--- config.mk ---
export PLATFORM = sky130hd
export DESIGN_NAME = instruction_fetch_unit
export DESIGN_NICKNAME = d
export VERILOG_FILES = /design/src/rtl/instruction_fetch_unit.sv
export SDC_FILE = /design/constraint.sdc
export NUM_CORES = 1
export LEC_CHECK = 0
export ABC_AREA = 1
export CORE_UTILIZATION = 44
export CTS_BUF_LIST = sky130_fd_sc_hd__clkbuf_16
export CTS_CLUSTER_SIZE = 8
export DETAILED_ROUTE_END_ITERATION = 12
export GPL_TIMING_DRIVEN = 0
export MAX_ROUTING_LAYER = met4
export PLACE_DENSITY = 0.89
export SLEW_MARGIN = 20
export SYNTH_ARGS = -nofsm -noshare
export SYNTH_HDL_FRONTEND = slang
export SYNTH_SLANG_ARGS = --single-unit
--- constraint.sdc ---
create_clock -name clk -period 1.7 [get_ports clk]
set_input_delay 0.34 -clock clk [delete_from_list [all_inputs] [get_ports clk]]
set_output_delay 0.34 -clock clk [all_outputs]
set_load 0.01 [all_outputs]
--- src/rtl/instruction_fetch_unit.sv ---
// Instruction fetch unit: owns the program counter, fetches one word from
// instruction memory over a req/ready handshake, presents it on IR with a
// one-cycle IL strobe, then waits for the control unit's done pulse (with an
// optional PC redirect) before fetching again.
module instruction_fetch_unit #(
    parameter int unsigned ADDR_WIDTH  = 8,
    parameter int unsigned INSTR_WIDTH = 16,
    parameter logic [ADDR_WIDTH-1:0] RESET_PC = '0
) (
    input  logic                   clk,
    input  logic                   reset,
    input  logic                   run,
    input  logic                   done,
    input  logic                   pc_load,
    input  logic [ADDR_WIDTH-1:0]  pc_target,
    output logic                   mem_req,
    output logic [ADDR_WIDTH-1:0]  mem_addr,
    input  logic                   mem_ready,
    input  logic [INSTR_WIDTH-1:0] mem_rdata,
    output logic [INSTR_WIDTH-1:0] IR,
    output logic                   IL,
    output logic [ADDR_WIDTH-1:0]  pc,
    output logic [15:0]            instr_count,
    output logic [1:0]             fetch_state
);

    typedef enum logic [1:0] {
        StIdle  = 2'd0,
        StFetch = 2'd1,
        StIssue = 2'd2,
        StExec  = 2'd3
    } state_e;

    state_e                 state_q, state_d;
    logic [ADDR_WIDTH-1:0]  pc_q, pc_d;
    logic [INSTR_WIDTH-1:0] ir_q, ir_d;
    logic [15:0]            count_q, count_d;

    // State, PC, instruction and issue-count registers.
    always_ff @(posedge clk or negedge reset) begin
        if (!reset) begin
            state_q <= StIdle;
            pc_q    <= RESET_PC;
            ir_q    <= '0;
            count_q <= '0;
        end else begin
            state_q <= state_d;
            pc_q    <= pc_d;
            ir_q    <= ir_d;
            count_q <= count_d;
        end
    end

    // Next-state logic; PC only moves in ISSUE (increment) and EXEC (redirect),
    // which keeps mem_addr stable for the whole of FETCH.
    always_comb begin
        state_d = state_q;
        pc_d    = pc_q;
        ir_d    = ir_q;
        count_d = count_q;
        unique case (state_q)
            StIdle: begin
                if (run) state_d = StFetch;
            end
            StFetch: begin
                // A started fetch always completes, regardless of run.
                if (mem_ready) begin
                    ir_d    = mem_rdata;
                    state_d = StIssue;
                end
            end
            StIssue: begin
                pc_d    = pc_q + ADDR_WIDTH'(1);
                count_d = count_q + 16'd1;
                state_d = StExec;
            end
            StExec: begin
                if (done) begin
                    if (pc_load) pc_d = pc_target;
                    state_d = run ? StFetch : StIdle;
                end
            end
            default: state_d = StIdle;
        endcase
    end

    // Outputs decoded from registered state only; mem_addr is wired to pc.
    always_comb begin
        mem_req     = (state_q == StFetch);
        IL          = (state_q == StIssue);
        fetch_state = state_q;
        pc          = pc_q;
        mem_addr    = pc_q;
        IR          = ir_q;
        instr_count = count_q;
    end

endmodule
==> report_table.html <==
<table>
<tr><th>Metric</th><th>Value</th></tr>
<tr><th colspan="2">Outcome</th></tr>
<tr><td>Result of the run</td><td>finished, final reports clean</td></tr>
<tr><th colspan="2">Detailed routing</th></tr>
<tr><td>Per-cell via count in the routed design</td><td>4.79</td></tr>
<tr><td>Number of violations reported at the end of detailed-routing iteration 0</td><td>135</td></tr>
<tr><td>Post-detailed-route count of antenna-violating nets</td><td>0</td></tr>
<tr><td>Sum of routed wire length over all layers</td><td>4870 um</td></tr>
<tr><td>Total vias in the final route</td><td>1867</td></tr>
<tr><td>Final routed DRC violation total</td><td>0</td></tr>
<tr><td>Wirelength per Cell</td><td>12.5 um</td></tr>
<tr><td>Pre-antenna DRT Iters</td><td>4</td></tr>
<tr><th colspan="2">Synthesis</th></tr>
<tr><td>Synthesized instance count</td><td>228</td></tr>
<tr><td>Synth Flop Type</td><td>sky130_fd_sc_hd__dfrtp_1</td></tr>
<tr><td>Adder-cell area share of the yosys netlist</td><td>0.0340</td></tr>
<tr><td>Nets in the synthesized netlist</td><td>264</td></tr>
<tr><td>Cell area after synthesis</td><td>2210 sq um</td></tr>
<tr><td>Multiplexer share of the synthesized area</td><td>0.0816</td></tr>
<tr><td>Synthesized-area fraction occupied by ao, oa, aoi and oai cells</td><td>0.0624</td></tr>
<tr><td>Number of synthesized flops with an enable pin</td><td>0</td></tr>
<tr><td>Top cell type by total area after synthesis</td><td>sky130_fd_sc_hd__dfrtp_1</td></tr>
<tr><td>Async SR Flop Fraction</td><td>1.00</td></tr>
<tr><td>Yosys warning count</td><td>0</td></tr>
<tr><td>Simple-gate area share of the yosys netlist</td><td>0.205</td></tr>
<tr><td>Unique cell type count in the Yosys netlist</td><td>32</td></tr>
<tr><td>Synthesized flop and latch total</td><td>42</td></tr>
<tr><td>Post-synthesis area per instance</td><td>9.68 sq um</td></tr>
<tr><td>Most frequently used cell type in the post-synthesis netlist</td><td>sky130_fd_sc_hd__nand2_1</td></tr>
<tr><td>Post-synth top area share</td><td>0.476</td></tr>
<tr><td>Most area-consuming cells after synthesis</td><td>sky130_fd_sc_hd__dfrtp_1, sky130_fd_sc_hd__nand2_1, sky130_fd_sc_hd__mux2_2, sky130_fd_sc_hd__inv_1, sky130_fd_sc_hd__xor2_1</td></tr>
<tr><td>Share of synthesized area occupied by flip-flops and latches</td><td>0.476</td></tr>
<tr><td>Xor/xnor share of the synthesized area</td><td>0.0437</td></tr>
<tr><td>Most used standard cells in the synthesized netlist</td><td>sky130_fd_sc_hd__nand2_1, sky130_fd_sc_hd__dfrtp_1, sky130_fd_sc_hd__inv_1, sky130_fd_sc_hd__mux2_2, sky130_fd_sc_hd__nor2_1</td></tr>
<tr><td>Largest family of logic cells by synthesized area</td><td>simple AND/OR/NAND/NOR gates</td></tr>
<tr><th colspan="2">Floorplanning</th></tr>
<tr><td>Number of cell rows</td><td>25</td></tr>
<tr><td>DIE HEIGHT</td><td>72.8 um</td></tr>
<tr><td>Area of the die</td><td>5300 sq um</td></tr>
<tr><td>Die width</td><td>72.8 um</td></tr>
<tr><td>Starting density of the core</td><td>0.461</td></tr>
<tr><td>Core Box Area</td><td>4790 sq um</td></tr>
<tr><td>Number of I/O pins</td><td>82</td></tr>
<tr><th colspan="2">Placed design</th></tr>
<tr><td>Final HPWL DP</td><td>3600 um</td></tr>
<tr><td>Final Wtd Congestion</td><td>0.828</td></tr>
<tr><td>Post-place setup slack</td><td>-0.0191 ns</td></tr>
<tr><td>Total placed cells including tap cells</td><td>377</td></tr>
<tr><td>Buffers on Ports</td><td>81</td></tr>
<tr><th colspan="2">Critical path</th></tr>
<tr><td>Worst path max stage delay</td><td>0.52 ns</td></tr>
<tr><td>Minimum setup slack among reg-to-reg paths</td><td>0.13 ns</td></tr>
<tr><td>Register-to-Register Path Depth</td><td>8</td></tr>
<tr><td>CP Cell Sequence</td><td>buf_4, clkdlybuf4s50_1</td></tr>
<tr><td>Reg-to-Reg Start</td><td>fetch_state[0]$_DFFE_PN0P_</td></tr>
<tr><td>Crit Path Class</td><td>reg -&gt; out</td></tr>
<tr><td>FF-to-FF End</td><td>mem_addr[2]$_DFFE_PN0P_</td></tr>
<tr><td>Element type at the critical path end</td><td>primary output</td></tr>
<tr><td>CP Launch Type</td><td>register</td></tr>
<tr><td>CP Max Fanout</td><td>5</td></tr>
<tr><td>Critical path data arrival time</td><td>1.32 ns</td></tr>
<tr><td>Critical path data required time</td><td>1.36 ns</td></tr>
<tr><td>Slowest CP cell</td><td>sky130_fd_sc_hd__clkdlybuf4s50_1</td></tr>
<tr><th colspan="2">Clock network</th></tr>
<tr><td>Clock tree from TritonCTS</td><td>yes</td></tr>
<tr><td>TritonCTS Sinks</td><td>42</td></tr>
<tr><td>Cell at the root of the clock tree</td><td>sky130_fd_sc_hd__clkbuf_16</td></tr>
<tr><td>Number of levels in the clock H-tree</td><td>2</td></tr>
<tr><td>CTS clk-pin slew, worst paths</td><td>0.06 ns</td></tr>
<tr><td>Hold bufs inserted after CTS</td><td>0</td></tr>
<tr><td>CTS buffer count</td><td>5</td></tr>
<tr><td>Clock network latency to the later pin of the worst-skew pair</td><td>0.28 ns</td></tr>
<tr><td>Max Buffers Root-to-Sink</td><td>2</td></tr>
<tr><th colspan="2">Global route</th></tr>
<tr><td>Total gr overflow</td><td>0</td></tr>
<tr><td>Vias in the first global route</td><td>1842</td></tr>
<tr><td>Maximum number of pins on one net before global-route repair</td><td>26</td></tr>
<tr><td>First-pass GRT wire length</td><td>8110 um</td></tr>
<tr><td>Tot GR Track Use</td><td>0.208</td></tr>
<tr><td>Initial antenna violation count</td><td>0</td></tr>
<tr><th colspan="2">Timing</th></tr>
<tr><td>Clock Skew</td><td>0.00587 ns</td></tr>
<tr><td>Min cycle time layout</td><td>1.66 ns</td></tr>
<tr><td>Final worst path period share</td><td>0.978</td></tr>
<tr><td>Least-Margin Pin Slew</td><td>0.453 ns</td></tr>
<tr><td>Max_slew headroom</td><td>0.698</td></tr>
<tr><td># setup viols final</td><td>0</td></tr>
<tr><td>Endpoints failing hold</td><td>0</td></tr>
<tr><td>Setup_tns</td><td>0 ns</td></tr>
<tr><td>Unrepaired setup endpoints after global routing</td><td>no</td></tr>
<tr><td>Slew Viols, Final</td><td>0</td></tr>
<tr><td>Worst setup slack after layout</td><td>0.0380 ns</td></tr>
<tr><td>Top achievable clock speed</td><td>602 MHz</td></tr>
<tr><th colspan="2">Power</th></tr>
<tr><td>Combinational group share of total power</td><td>0.532</td></tr>
<tr><td>Reported net switching power</td><td>2120 uW</td></tr>
<tr><td>Ratio of total power to cell area</td><td>1780 nW/um^2</td></tr>
<tr><td>PnR Total Power</td><td>5920 uW</td></tr>
<tr><td>Reg power frac</td><td>0.291</td></tr>
<tr><td>Proportion of total power due to net switching</td><td>0.357</td></tr>
<tr><td>Static leakage</td><td>0.00156 uW</td></tr>
<tr><td>Cell internal power dissipation</td><td>3810 uW</td></tr>
<tr><td>Maximum resistive drop on vdd</td><td>0.000941 V</td></tr>
<tr><td>Clk pwr share</td><td>0.177</td></tr>
<tr><th colspan="2">Run</th></tr>
<tr><td>Max_cap viols</td><td>0</td></tr>
<tr><th colspan="2">Finish</th></tr>
<tr><td>Antenna Cells</td><td>0</td></tr>
<tr><td>Number of nets at the end of the flow</td><td>358</td></tr>
<tr><td>Share of final-layout standard cells stronger than drive strength 1</td><td>0.207</td></tr>
<tr><td>Fin cells</td><td>390</td></tr>
<tr><td>Synthesis-to-finish area growth</td><td>50.8%</td></tr>
<tr><td>End-of-flow core utilization</td><td>0.695</td></tr>
<tr><th colspan="2">Worst hold path</th></tr>
<tr><td>Class of the tightest hold or removal check</td><td>in -&gt; async</td></tr>
</table>
## registers in the layout, indices dropped and copies added (netlist names)
| name | flops |
|---|---|
| IR | 16 |
| fetch_state | 2 |
| instr_count | 16 |
| mem_addr | 8 |
## cell type report
cell class / instances / area (sq um)
fillers: 358 / 1460
flip-flops and latches: 42 / 1050
multi-input cells: 144 / 946
repair buffers: 88 / 871
clock buffers: 5 / 125
inverters: 29 / 111
plain buffers: 12 / 98.8
well taps: 67 / 83.8
clock inverters: 3 / 37.5
## cell families after synthesis
| kind of cell | Yosys count |
|---|---|
| and+or+nand+nor | 89 |
| buffers and inverters | 42 |
| DFF | 42 |
| AOI/OAI and AO/OA | 22 |
| muxes | 16 |
| xor gates and xnor gates | 11 |
| adders and majority gates | 6 |
## power groups by stage
stage	sequential [uW]	clock (uW)	combinational, uW
floorplan	1890	0	1510
finish	1720	1050	3150
CTS	1720	1070	3110
global route	1780	1110	3430
global placement	1730	0	2920
detailed placement	1760	0	3000
## placed cells by master (no fill, tap or decap), drive strengths merged, types with 2 or more instances in the layout
cell type / instances
nand2: 51
inv: 30
clkdlybuf4s50: 77
nand4: 5
nand3: 10
ha: 6
buf: 20
clkbuf: 5
mux2: 16
xnor2: 2
a21oi: 7
o22ai: 4
xor2: 9
dlygate4sd2: 2
nand3b: 2
nor2: 18
dfrtp: 42
o21ai: 8
nor3: 3
## how the worst max path moves through the flow
stage	cells after the start	to	startpoint	slack, ns
floorplan	5	IR[10]$_DFFE_PN0P_	fetch_state[1]$_DFFE_PN0P_	0.11
global placement	1	instr_count[14]$_DFFE_PN0P_	reset	-0.86
detailed placement	4	IR[10]$_DFFE_PN0P_	mem_ready	-0.02
CTS	2	pc[6]	mem_addr[6]$_DFFE_PN0P_	0.003
global route	2	pc[0]	mem_addr[0]$_DFFE_PN0P_	0.002
finish	2	pc[4]	mem_addr[4]$_DFFE_PN0P_	0.04
## metrics by stage
stage | cell area (sq um) | hold slack (ns)
after global placement | 3100 | 0.481
after global routing | 3330 | 0.0301
after floorplan | 2210 | 0.0444
final | 3330 | 0.00124
after CTS | 3310 | 0.0121
after detailed placement | 3120 | 0.311
## worst max-delay path, delay by kind of cell, from the launching register on
kind,cells,cell delay [ns]
buffers and inverters,2,0.64
DFF,1,0.41
## layer usage
metal	part of all wire	GRT usage	wire length, um
met2	0.50	0.335	2450
met3	0.050	0.0511	244
met4	0.015	0.0784	73
met1	0.43	0.253	2100
met5	0	-	0
## repair_timing
action	in CTS	in global routing
hold endpoints to repair	0	0
pin swaps	0	0
buffers inserted	4	2
resized for setup	3	7
endpoints found under the setup margin	7	21
cloned	0	0
Power figures use the tool's default switching activity.
